==> config.mk <==
export PLATFORM = sky130hd
export DESIGN_NAME = word_tokenizer
export DESIGN_NICKNAME = d
export VERILOG_FILES = /design/src/rtl/tokenizer_pkg.sv /design/src/rtl/word_tokenizer_tok_buffer.sv /design/src/rtl/word_tokenizer.sv
export SDC_FILE = /design/constraint.sdc
export NUM_CORES = 1
export LEC_CHECK = 0
export CORE_AREA = 2 2 156 158
export CTS_CLUSTER_DIAMETER = 120
export DETAILED_ROUTE_END_ITERATION = 7
export DIE_AREA = 0 0 158 160
export GPL_TIMING_DRIVEN = 0
export PLACE_DENSITY = 0.75
export SYNTH_ARGS = -nofsm -noshare
export SYNTH_HDL_FRONTEND = slang
export SYNTH_SLANG_ARGS = --single-unit
==> constraint.sdc <==
create_clock -name i_clk -period 7.8 [get_ports i_clk]
set_clock_uncertainty 0.15 [all_clocks]
set_input_delay 1.95 -clock i_clk [delete_from_list [all_inputs] [get_ports i_clk]]
set_output_delay 1.95 -clock i_clk [all_outputs]
set_load 0.005 [all_outputs]
==> src/rtl/tokenizer_pkg.sv <==
// Shared types and helpers for the Forth word tokenizer.
package tokenizer_pkg;

    typedef enum logic [2:0] {
        IDLE,
        SKIP,
        COLLECT,
        EMIT,
        DONE
    } state_e;

    localparam logic [7:0] DEFAULT_EOL = 8'h0A;
    localparam logic [7:0] DEFAULT_WC  = 8'h20;

    // Characters are passed zero-extended so any WIDTH up to 32 works.
    function automatic logic is_delim(input logic [31:0] ch,
                                      input logic [31:0] eol,
                                      input logic [31:0] wc);
        return (ch == eol) || (ch == wc);
    endfunction

endpackage

==> src/rtl/word_tokenizer_tok_buffer.sv <==
// Token assembly register: start a new word, append characters, and flag
// words that overflow the TOK_LEN slots.
module tok_buffer #(
    parameter int WIDTH   = 8,
    parameter int TOK_LEN = 8,
    parameter int TB      = $clog2(TOK_LEN + 1)
) (
    input  logic                     i_clk,
    input  logic                     i_rst,
    input  logic                     i_start,
    input  logic                     i_append,
    input  logic [WIDTH-1:0]         i_char,
    output logic [TOK_LEN*WIDTH-1:0] o_tok,
    output logic [TB-1:0]            o_len,
    output logic                     o_trunc
);

    logic [TOK_LEN*WIDTH-1:0] tok_q, tok_d;
    logic [TB-1:0]            len_q, len_d;
    logic                     trunc_q, trunc_d;

    always_comb begin
        // NOTE: every _d starts as its _q so no branch can leave it unassigned and infer a latch.
        tok_d   = tok_q;
        len_d   = len_q;
        trunc_d = trunc_q;
        if (i_start) begin
            tok_d              = '0;
            tok_d[WIDTH-1:0]   = i_char;
            len_d              = TB'(1);
            trunc_d            = 1'b0;
        end else if (i_append) begin
            if (len_q < TB'(TOK_LEN)) begin
                for (int k = 0; k < TOK_LEN; k++) begin
                    if (len_q == TB'(k)) tok_d[k*WIDTH +: WIDTH] = i_char;
                end
                len_d = len_q + TB'(1);
            end else begin
                trunc_d = 1'b1;
            end
        end
    end

    // NOTE: the character store is reset as well, so outputs read 0 after reset rather than stale data.
    always_ff @(posedge i_clk or posedge i_rst) begin
        if (i_rst) begin
            // NOTE: non-blocking assignments so every flop samples pre-edge values.
            tok_q   <= '0;
            len_q   <= '0;
            trunc_q <= 1'b0;
        end else begin
            tok_q   <= tok_d;
            len_q   <= len_d;
            trunc_q <= trunc_d;
        end
    end

    assign o_tok   = tok_q;
    assign o_len   = len_q;
    assign o_trunc = trunc_q;

endmodule

==> src/rtl/word_tokenizer.sv <==
// Line-at-a-time word tokenizer: latches a terminal line, walks it one
// character per enabled cycle and hands whole words to the parser.
module word_tokenizer
    import tokenizer_pkg::*;
#(
    parameter int               WIDTH   = 8,
    parameter int               LENGTH  = 16,
    parameter int               TOK_LEN = 8,
    parameter logic [WIDTH-1:0] EOL     = WIDTH'(DEFAULT_EOL),
    parameter logic [WIDTH-1:0] WC      = WIDTH'(DEFAULT_WC),
    parameter int               LB      = $clog2(LENGTH + 1),
    parameter int               TB      = $clog2(TOK_LEN + 1)
) (
    input  logic                     i_clk,
    input  logic                     i_rst,
    input  logic                     i_en,
    input  logic [LENGTH*WIDTH-1:0]  i_line,
    input  logic [LB-1:0]            i_len,
    input  logic                     i_ready,
    output logic                     o_line_ack,
    output logic                     o_busy,
    output logic [TOK_LEN*WIDTH-1:0] o_tok,
    output logic [TB-1:0]            o_tok_len,
    output logic                     o_tok_trunc,
    output logic                     o_tok_valid,
    input  logic                     i_tok_ready,
    output logic                     o_done,
    output logic [LB-1:0]            o_tok_count
);

    state_e                  state_q, state_d;
    logic [LENGTH*WIDTH-1:0] line_q, line_d;
    logic [LB-1:0]           len_q, len_d;
    logic [LB-1:0]           idx_q, idx_d;
    logic [LB-1:0]           count_q, count_d;
    logic                    eol_hit_q, eol_hit_d;
    logic                    ack_q, ack_d;

    logic [WIDTH-1:0] cur_char;
    logic             at_end;
    logic             tok_start, tok_append;

    // Explicit mux keeps the select in range even when idx has reached len.
    always_comb begin
        cur_char = '0;
        for (int k = 0; k < LENGTH; k++) begin
            if (idx_q == LB'(k)) cur_char = line_q[k*WIDTH +: WIDTH];
        end
    end

    assign at_end = (idx_q == len_q);

    always_comb begin
        state_d    = state_q;
        line_d     = line_q;
        len_d      = len_q;
        idx_d      = idx_q;
        count_d    = count_q;
        eol_hit_d  = eol_hit_q;
        ack_d      = ack_q;
        tok_start  = 1'b0;
        tok_append = 1'b0;
        if (i_en) begin
            ack_d = 1'b0;
            unique case (state_q)
                IDLE: begin
                    if (i_ready) begin
                        line_d  = i_line;
                        len_d   = (i_len > LB'(LENGTH)) ? LB'(LENGTH) : i_len;
                        idx_d   = '0;
                        count_d = '0;
                        ack_d   = 1'b1;
                        state_d = SKIP;
                    end
                end
                SKIP: begin
                    if (at_end) begin
                        state_d = DONE;
                    end else if (cur_char == EOL) begin
                        idx_d   = idx_q + LB'(1);
                        state_d = DONE;
                    end else if (cur_char == WC) begin
                        idx_d = idx_q + LB'(1);
                    end else begin
                        tok_start = 1'b1;
                        idx_d     = idx_q + LB'(1);
                        state_d   = COLLECT;
                    end
                end
                COLLECT: begin
                    if (at_end) begin
                        state_d = EMIT;
                    end else if (is_delim(32'(cur_char), 32'(EOL), 32'(WC))) begin
                        eol_hit_d = (cur_char == EOL);
                        idx_d     = idx_q + LB'(1);
                        state_d   = EMIT;
                    end else begin
                        tok_append = 1'b1;
                        idx_d      = idx_q + LB'(1);
                    end
                end
                EMIT: begin
                    if (i_tok_ready) begin
                        count_d = (count_q == '1) ? count_q : count_q + LB'(1);
                        state_d = (eol_hit_q || at_end) ? DONE : SKIP;
                    end
                end
                DONE: begin
                    eol_hit_d = 1'b0;
                    state_d   = IDLE;
                end
                default: state_d = IDLE;
            endcase
        end
    end

    always_ff @(posedge i_clk or posedge i_rst) begin
        if (i_rst) begin
            state_q   <= IDLE;
            line_q    <= '0;
            len_q     <= '0;
            idx_q     <= '0;
            count_q   <= '0;
            eol_hit_q <= 1'b0;
            ack_q     <= 1'b0;
        end else begin
            state_q   <= state_d;
            line_q    <= line_d;
            len_q     <= len_d;
            idx_q     <= idx_d;
            count_q   <= count_d;
            eol_hit_q <= eol_hit_d;
            ack_q     <= ack_d;
        end
    end

    tok_buffer #(
        .WIDTH   (WIDTH),
        .TOK_LEN (TOK_LEN),
        .TB      (TB)
    ) u_tok_buffer (
        .i_clk    (i_clk),
        .i_rst    (i_rst),
        .i_start  (tok_start),
        .i_append (tok_append),
        .i_char   (cur_char),
        .o_tok    (o_tok),
        .o_len    (o_tok_len),
        .o_trunc  (o_tok_trunc)
    );

    assign o_line_ack  = ack_q;
    assign o_busy      = (state_q != IDLE);
    assign o_tok_valid = (state_q == EMIT);
    assign o_done      = (state_q == DONE);
    assign o_tok_count = o_done ? count_q : '0;

endmodule
-- Word-level counts from Yosys, hierarchy flattened
Cells that the tools add are included.
W data, S select, Z words.
- bits in registers: 217
- bits of input ports: 138
- output and inout bits: 78
- word-level logic and storage cells: 160
- add/sub/neg operators: 3
- order comparisons: 2
- equal/unequal tests: 39
- multiplexer cells: 64
- reduce and logical (&&, ||, !) cells: 35
- operator list (operator ; number):
    $mux W64 ; 3
    $mux W8 ; 24
    $eq A5 B4 Y1 const B ; 8
    $mux W5 ; 6
    $reduce_and A3 Y1 ; 9
    $reduce_bool A2 Y1 ; 13
    $mux W3 ; 8
    $eq A5 B3 Y1 const B ; 4
    $pmux W5 S2 ; 2
    $eq A4 B3 Y1 const B ; 4
    $mux W1 ; 16
    $mux W4 ; 3
    $ne A2 B2 Y1 const B ; 6
    $pmux W3 S4 ; 1
    $add A5 B1 Y5 const B ; 2
    $eq A5 B2 Y1 const B ; 2
    $reduce_and A5 Y1 ; 2
    $eq A4 B2 Y1 const B ; 2
    $eq A8 B4 Y1 const B ; 1
    $eq A8 B6 Y1 const B ; 1
    $reduce_and A4 Y1 ; 2
    $eq A3 B2 Y1 const B ; 2
    $eq A5 B1 Y1 const B ; 1
    $eq A5 B5 Y1 ; 1
    other kinds (18) ; 20

-- Longest topological paths before layout
- depth after elaboration: 25
- depth in mapped cells: 18
- gate-level depth less buffers: 11

-- Cells and area by module
From an unflattened synthesis, not the netlist that was laid out.
- cells, all modules: 1228
- area, all modules: 11023.1 um2
- modules (own cells, without submodules) (module ; instances ; cells an instance ; area each (um2) ; sequential area each (um2)):
    word_tokenizer ; 1 ; 988 ; 7918.8 ; 3703.6
    tok_buffer ; 1 ; 240 ; 3104.2 ; 1726.7

-- Worst setup path after synthesis
Ideal clock, no wire load.
- path kind: reg2reg
- start: register idx_q[0]
- end: register u_tok_buffer.tok_q[0] (netlist: u_tok_buffer.o_tok[0])
- setup time: 0.125 ns
- arrival: 4.128 ns
- data required time: 7.525 ns
- setup slack: 3.397 ns
- stages on the path, launching flop included: 16
- buffers on the path: 7
- period minus slack after synthesis: 4.403 ns
- cell sequence: dfrtp_1 > ha_1 > buf_4 > buf_2 > buf_2 > buf_2 > and3_1 > ha_1 > clkbuf_1 > o41a_4 > or4_1 > buf_2 > or3_1 > buf_4 > nand3_2 > mux2_2
- longest elaborated chain between the ends: 25
- elaborated cells between the ends (all ways): 53
- those cells by class: eq/ne: 18; mux: 29; reduce/logical: 6
- RTL lines (item ; line ; text):
    start: declaration ; word_tokenizer.sv:34 ; logic [LB-1:0] idx_q, idx_d;
    start signal: assignment ; word_tokenizer.sv:130 ; idx_q <= idx_d;
    $logic_not A5 Y1 ; word_tokenizer.sv:47 ; if (idx_q == LB'(k)) cur_char = line_q[k*WIDTH +: WIDTH];
    $mux W8 (16 in a row) ; word_tokenizer.sv:47 ;
    $eq A8 B6 Y1 or $eq A8 B4 Y1 (tied branches) ; tokenizer_pkg.sv:19, word_tokenizer.sv:82, word_tokenizer.sv:79 ;
    $mux W1 or $logic_or A1 B1 Y1 (tied branches) ; word_tokenizer.sv:82, tokenizer_pkg.sv:19 ;
    $mux W1, on equally long branches ; word_tokenizer.sv:79, word_tokenizer.sv:93 ;
    $mux W1, on equally long branches ; word_tokenizer.sv:77, word_tokenizer.sv:91 ;
    $mux W1 ; word_tokenizer.sv:65 ; unique case (state_q)
    $mux W1 ; word_tokenizer.sv:63 ; if (i_en) begin
    $reduce_bool A2 Y1 (no line) ; - ;
    $reduce_and A3 Y1 (no line) ; - ;
    end signal: assignment ; word_tokenizer_tok_buffer.sv:52 ; tok_q <= tok_d;
    end: declaration ; word_tokenizer_tok_buffer.sv:18 ; logic [TOK_LEN*WIDTH-1:0] tok_q, tok_d;
Parallel ways exist; a longest one is shown, timed or not. The select of a mux whose other input is x is not followed.
A chain may end at the register's enable or synchronous reset.

-- Worst setup path after layout
- start: register idx_q[0]
- end: register u_tok_buffer.tok_q[3] (netlist: u_tok_buffer.o_tok[3])
Same word-level chain as after synthesis.

==> results.sh <==
export IMPL_cts_hold_buf=0
export IMPL_cp_arrival_ns=5.85
export IMPL_synth_top_flop_cell="dfrtp_1"
export IMPL_diodes=0
export IMPL_wl_per_cell_um=19.28
export IMPL_drc=0
export IMPL_switching_share_pct=40.93
export IMPL_startpoint="idx_q[0]"
export IMPL_synthArstFlopShare_pct=100.0
export IMPL_gp_congestion=0.9792
export IMPL_status="completed"
export IMPL_ys_seq_elements=217
export IMPL_cp_start_kind="flip-flop"
export IMPL_ir_drop_v=0.0001950
export IMPL_yosysMostFrequentCell="nand2_1"
export IMPL_synth_seq_area_share_pct=49.44
export IMPL_clk_latency_ns=0.52
export IMPL_cts_repair_resized=0
export IMPL_stdcell_count=1844
export IMPL_via_per_inst=5.459
export IMPL_reg2reg_from="idx_q[0]"
export IMPL_max_cap_violations=0
export IMPL_initial_core_util_pct=46.11
export IMPL_area_growth_pct=31.81
export IMPL_postCtsSetupBuffers=0
export IMPL_worst_r2r_path_depth=16
export IMPL_multiInputGateArea_um2=5065
export IMPL_clock_path_buffers=3
export IMPL_pwr_share_clk_pct=22.7
export IMPL_whs_path_depth=2
export IMPL_dp_hpwl_mm=26.90
export IMPL_fin_ws_ns=2.183
export IMPL_p_sw_mw=2.145
export IMPL_nNetsFinal=1653
export IMPL_dpl_worst_slack_ns=2.320
export IMPL_leakagePower_nw=6.951
export IMPL_htree_levels=1
export IMPL_pwr_share_seq_pct=35.7
export IMPL_antenna_found_initial=0
export IMPL_synth_edf_count=0
export IMPL_power_frac_comb_pct=41.6
export IMPL_placed_cells_incl_taps=1803
export IMPL_numClockSinks=217
export IMPL_clkTransAtPathRegs_ns=0.06
export IMPL_die_area_um2=25280
export IMPL_worstHoldPathType="reg -> reg"
export IMPL_rsz0062_at_grt="false"
export IMPL_endpoint_kind="flip-flop"
export IMPL_syn_area_um2=10980
export IMPL_cts_buffers=23
export IMPL_worst_pin_slew_ns=0.7949
export IMPL_ys_warn_count=0
export IMPL_maxSlewViolCount=0
export IMPL_synth_area_leader_cell="dfrtp_1"
export IMPL_synth_area_leaders="dfrtp_1 49%, nand2_1 15%, mux2i_1 3.3%"
export IMPL_post_route_period_util_pct=72.02
export IMPL_vias=10070
export IMPL_holdWs_ns=0.3310
export IMPL_regArea_um2=5430
export IMPL_synth_cells=1259
export IMPL_powerDensity_nw_per_um2=362.0
export IMPL_fillCellCount=2091
export IMPL_critical_path_class="reg -> reg"
export IMPL_track_usage_pct=28.24
export IMPL_finalCriticalPeriod_ns=5.617
export IMPL_rows=57
export IMPL_tns_ns=0
export IMPL_firstDrtPassIters=5
export IMPL_drive_gt1_share_pct=7.697
export IMPL_power_internal_mw=3.096
export IMPL_synth_cell_types=74
export IMPL_ant_nets=0
export IMPL_synth_nets=1408
export IMPL_fp_coreArea_um2=23820
export IMPL_die_h_um=160
export IMPL_fmax_mhz=178.0
export IMPL_cts_root_buf="clkbuf_16"
export IMPL_synth_top_area_share_pct=49.44
export IMPL_grt_max_degree=44
export IMPL_setup_violations_final=0
export IMPL_grt_overflow=0
export IMPL_slew_headroom_pct=47.01
export IMPL_worstPathRequired_ns=8.03
export IMPL_ys_top_cells_by_count="446 x nand2_1, 217 x dfrtp_1, 71 x nor2_1, 50 x a21oi_1, 49 x o21ai_0"
export IMPL_die_x_um=158
export IMPL_syn_mean_instance_area_um2=8.724
export IMPL_port_buffers=215
export IMPL_min_from="line_q[98]"
export IMPL_cts_tree="built"
export IMPL_ios=216
export IMPL_worst_path_max_fanout=10
export IMPL_final_hold_viol_count=0
export IMPL_routed_wirelength_mm=35.55
export IMPL_drt_iter0_drc=852
export IMPL_grt_pass1_vias=9994
export IMPL_grt_pass1_wl_mm=55.30
-- state kept, by name, indices dropped and copies added, names as in the netlist --
| signal | cells |
|---|---|
| count_q | 5 |
| state_q | 3 |
| u_tok_buffer.o_trunc | 1 |
| idx_q | 5 |
| u_tok_buffer.o_tok | 64 |
| line_q | 128 |
| u_tok_buffer.o_len | 4 |
| len_q | 5 |
| o_line_ack | 1 |
| eol_hit_q | 1 |
-- metal layers --
layer,GRT usage (%),vias up,routed length [um]
met2,44.80,426,16470
met4,9.378,0,1183
met5,0,-,0
met1,39.14,4818,15160
met3,5.292,85,2740
li1,-,4737,-
-- critical path: stages, from the launching register on --
cell and delay [ns]:
dfrtp_1 0.48, ha_1 0.27, buf_4 0.22, buf_2 0.26, buf_2 0.26, buf_2 0.32, and3_1 0.20, ha_1 0.28
clkbuf_1 0.49, o31ai_1 0.22, o41a_1 0.34, or4_1 0.58, buf_2 0.21, or3_1 0.38, buf_4 0.19, nand3_2 0.22
mux2_2 0.38
-- cells by family (layout without fill, tap and decap cells) --
logic type | Yosys count | after routing | synth area share (%)
AO/OA/AOI/OAI | 207 | 207 | 13.57
XOR/XNOR | 7 | 7 | 0.5582
adder cells (fa/ha/maj) | 11 | 11 | 1.253
buffers and inverters | 109 | 370 | 4.443
flip-flops | 217 | 217 | 49.44
multiplexers | 46 | 46 | 4.306
AND/OR/NAND/NOR | 662 | 662 | 26.43
-- cell usage in the layout, fill, tap and decap left out, types with 6 or more instances in the layout --
master / netlist / final
a21oi_1: 50 / 50
a31oi_1: 8 / 8
or3_1: 7 / 7
mux2_2: 10 / 10
nand3b_1: 15 / 15
nand3_1: 25 / 25
dfrtp_1: 217 / 217
ha_1: 11 / 11
nor2_1: 71 / 71
o21ai_0: 49 / 49
nor3_2: 6 / 6
o211ai_1: 11 / 11
clkbuf_8: 0 / 7
clkdlybuf4s50_1: 0 / 215
inv_1: 22 / 21
nor3_1: 11 / 11
a221oi_1: 10 / 10
buf_2: 27 / 27
nand2b_1: 17 / 17
and3_1: 17 / 17
buf_4: 8 / 8
o31ai_4: 6 / 6
nor2b_1: 10 / 10
mux2i_1: 36 / 36
o31ai_1: 7 / 7
nand2_1: 446 / 446
clkbuf_1: 43 / 45
clkbuf_16: 0 / 23
nor4_1: 7 / 7
-- power by group through the flow --
stage               combinational (mW)  sequential, mW  clock (mW)
detailed placement                2.15            1.88           0
finish                            2.18            1.87        1.19
global placement                  2.11            1.87           0
CTS                               2.16            1.86        1.20
global route                      2.39            1.91        1.25
floorplan                         1.37            1.75           0
-- cell type report --
class	count	share of cell area, %
Buffer	85	2.748
Clock buffer	32	4.693
Clock inverter	9	1.054
Inverter	24	0.6482
Multi-Input combinational cell	933	34.99
Sequential cell	217	37.51
Tap cell	324	2.800
Timing Repair Buffer	220	15.56
-- through the flow --
| stage | utilization [%] | cell area (um^2) | power, mW |
|---|---|---|---|
| 3_5_place_dp | 57.28 | 13640 | 4.029 |
| 5_1_grt | 60.77 | 14480 | 5.551 |
| 4_1_cts | 60.77 | 14480 | 5.227 |
| 2_1_floorplan | - | 10990 | 3.114 |
| 6_report | 60.77 | 14480 | 5.241 |
| 3_3_place_gp | 56.86 | 13540 | 3.974 |
-- final timing paths --
kind,end,slack (ns)
max,u_tok_buffer.o_tok[3],2.18
min,line_q[98],0.33
max reg2reg,u_tok_buffer.o_tok[3],2.18
min reg2reg,line_q[98],0.33
max in group asynchronous,line_q[89],4.59
min in group asynchronous,count_q[1],1.74
Power figures use the tool's default switching activity.
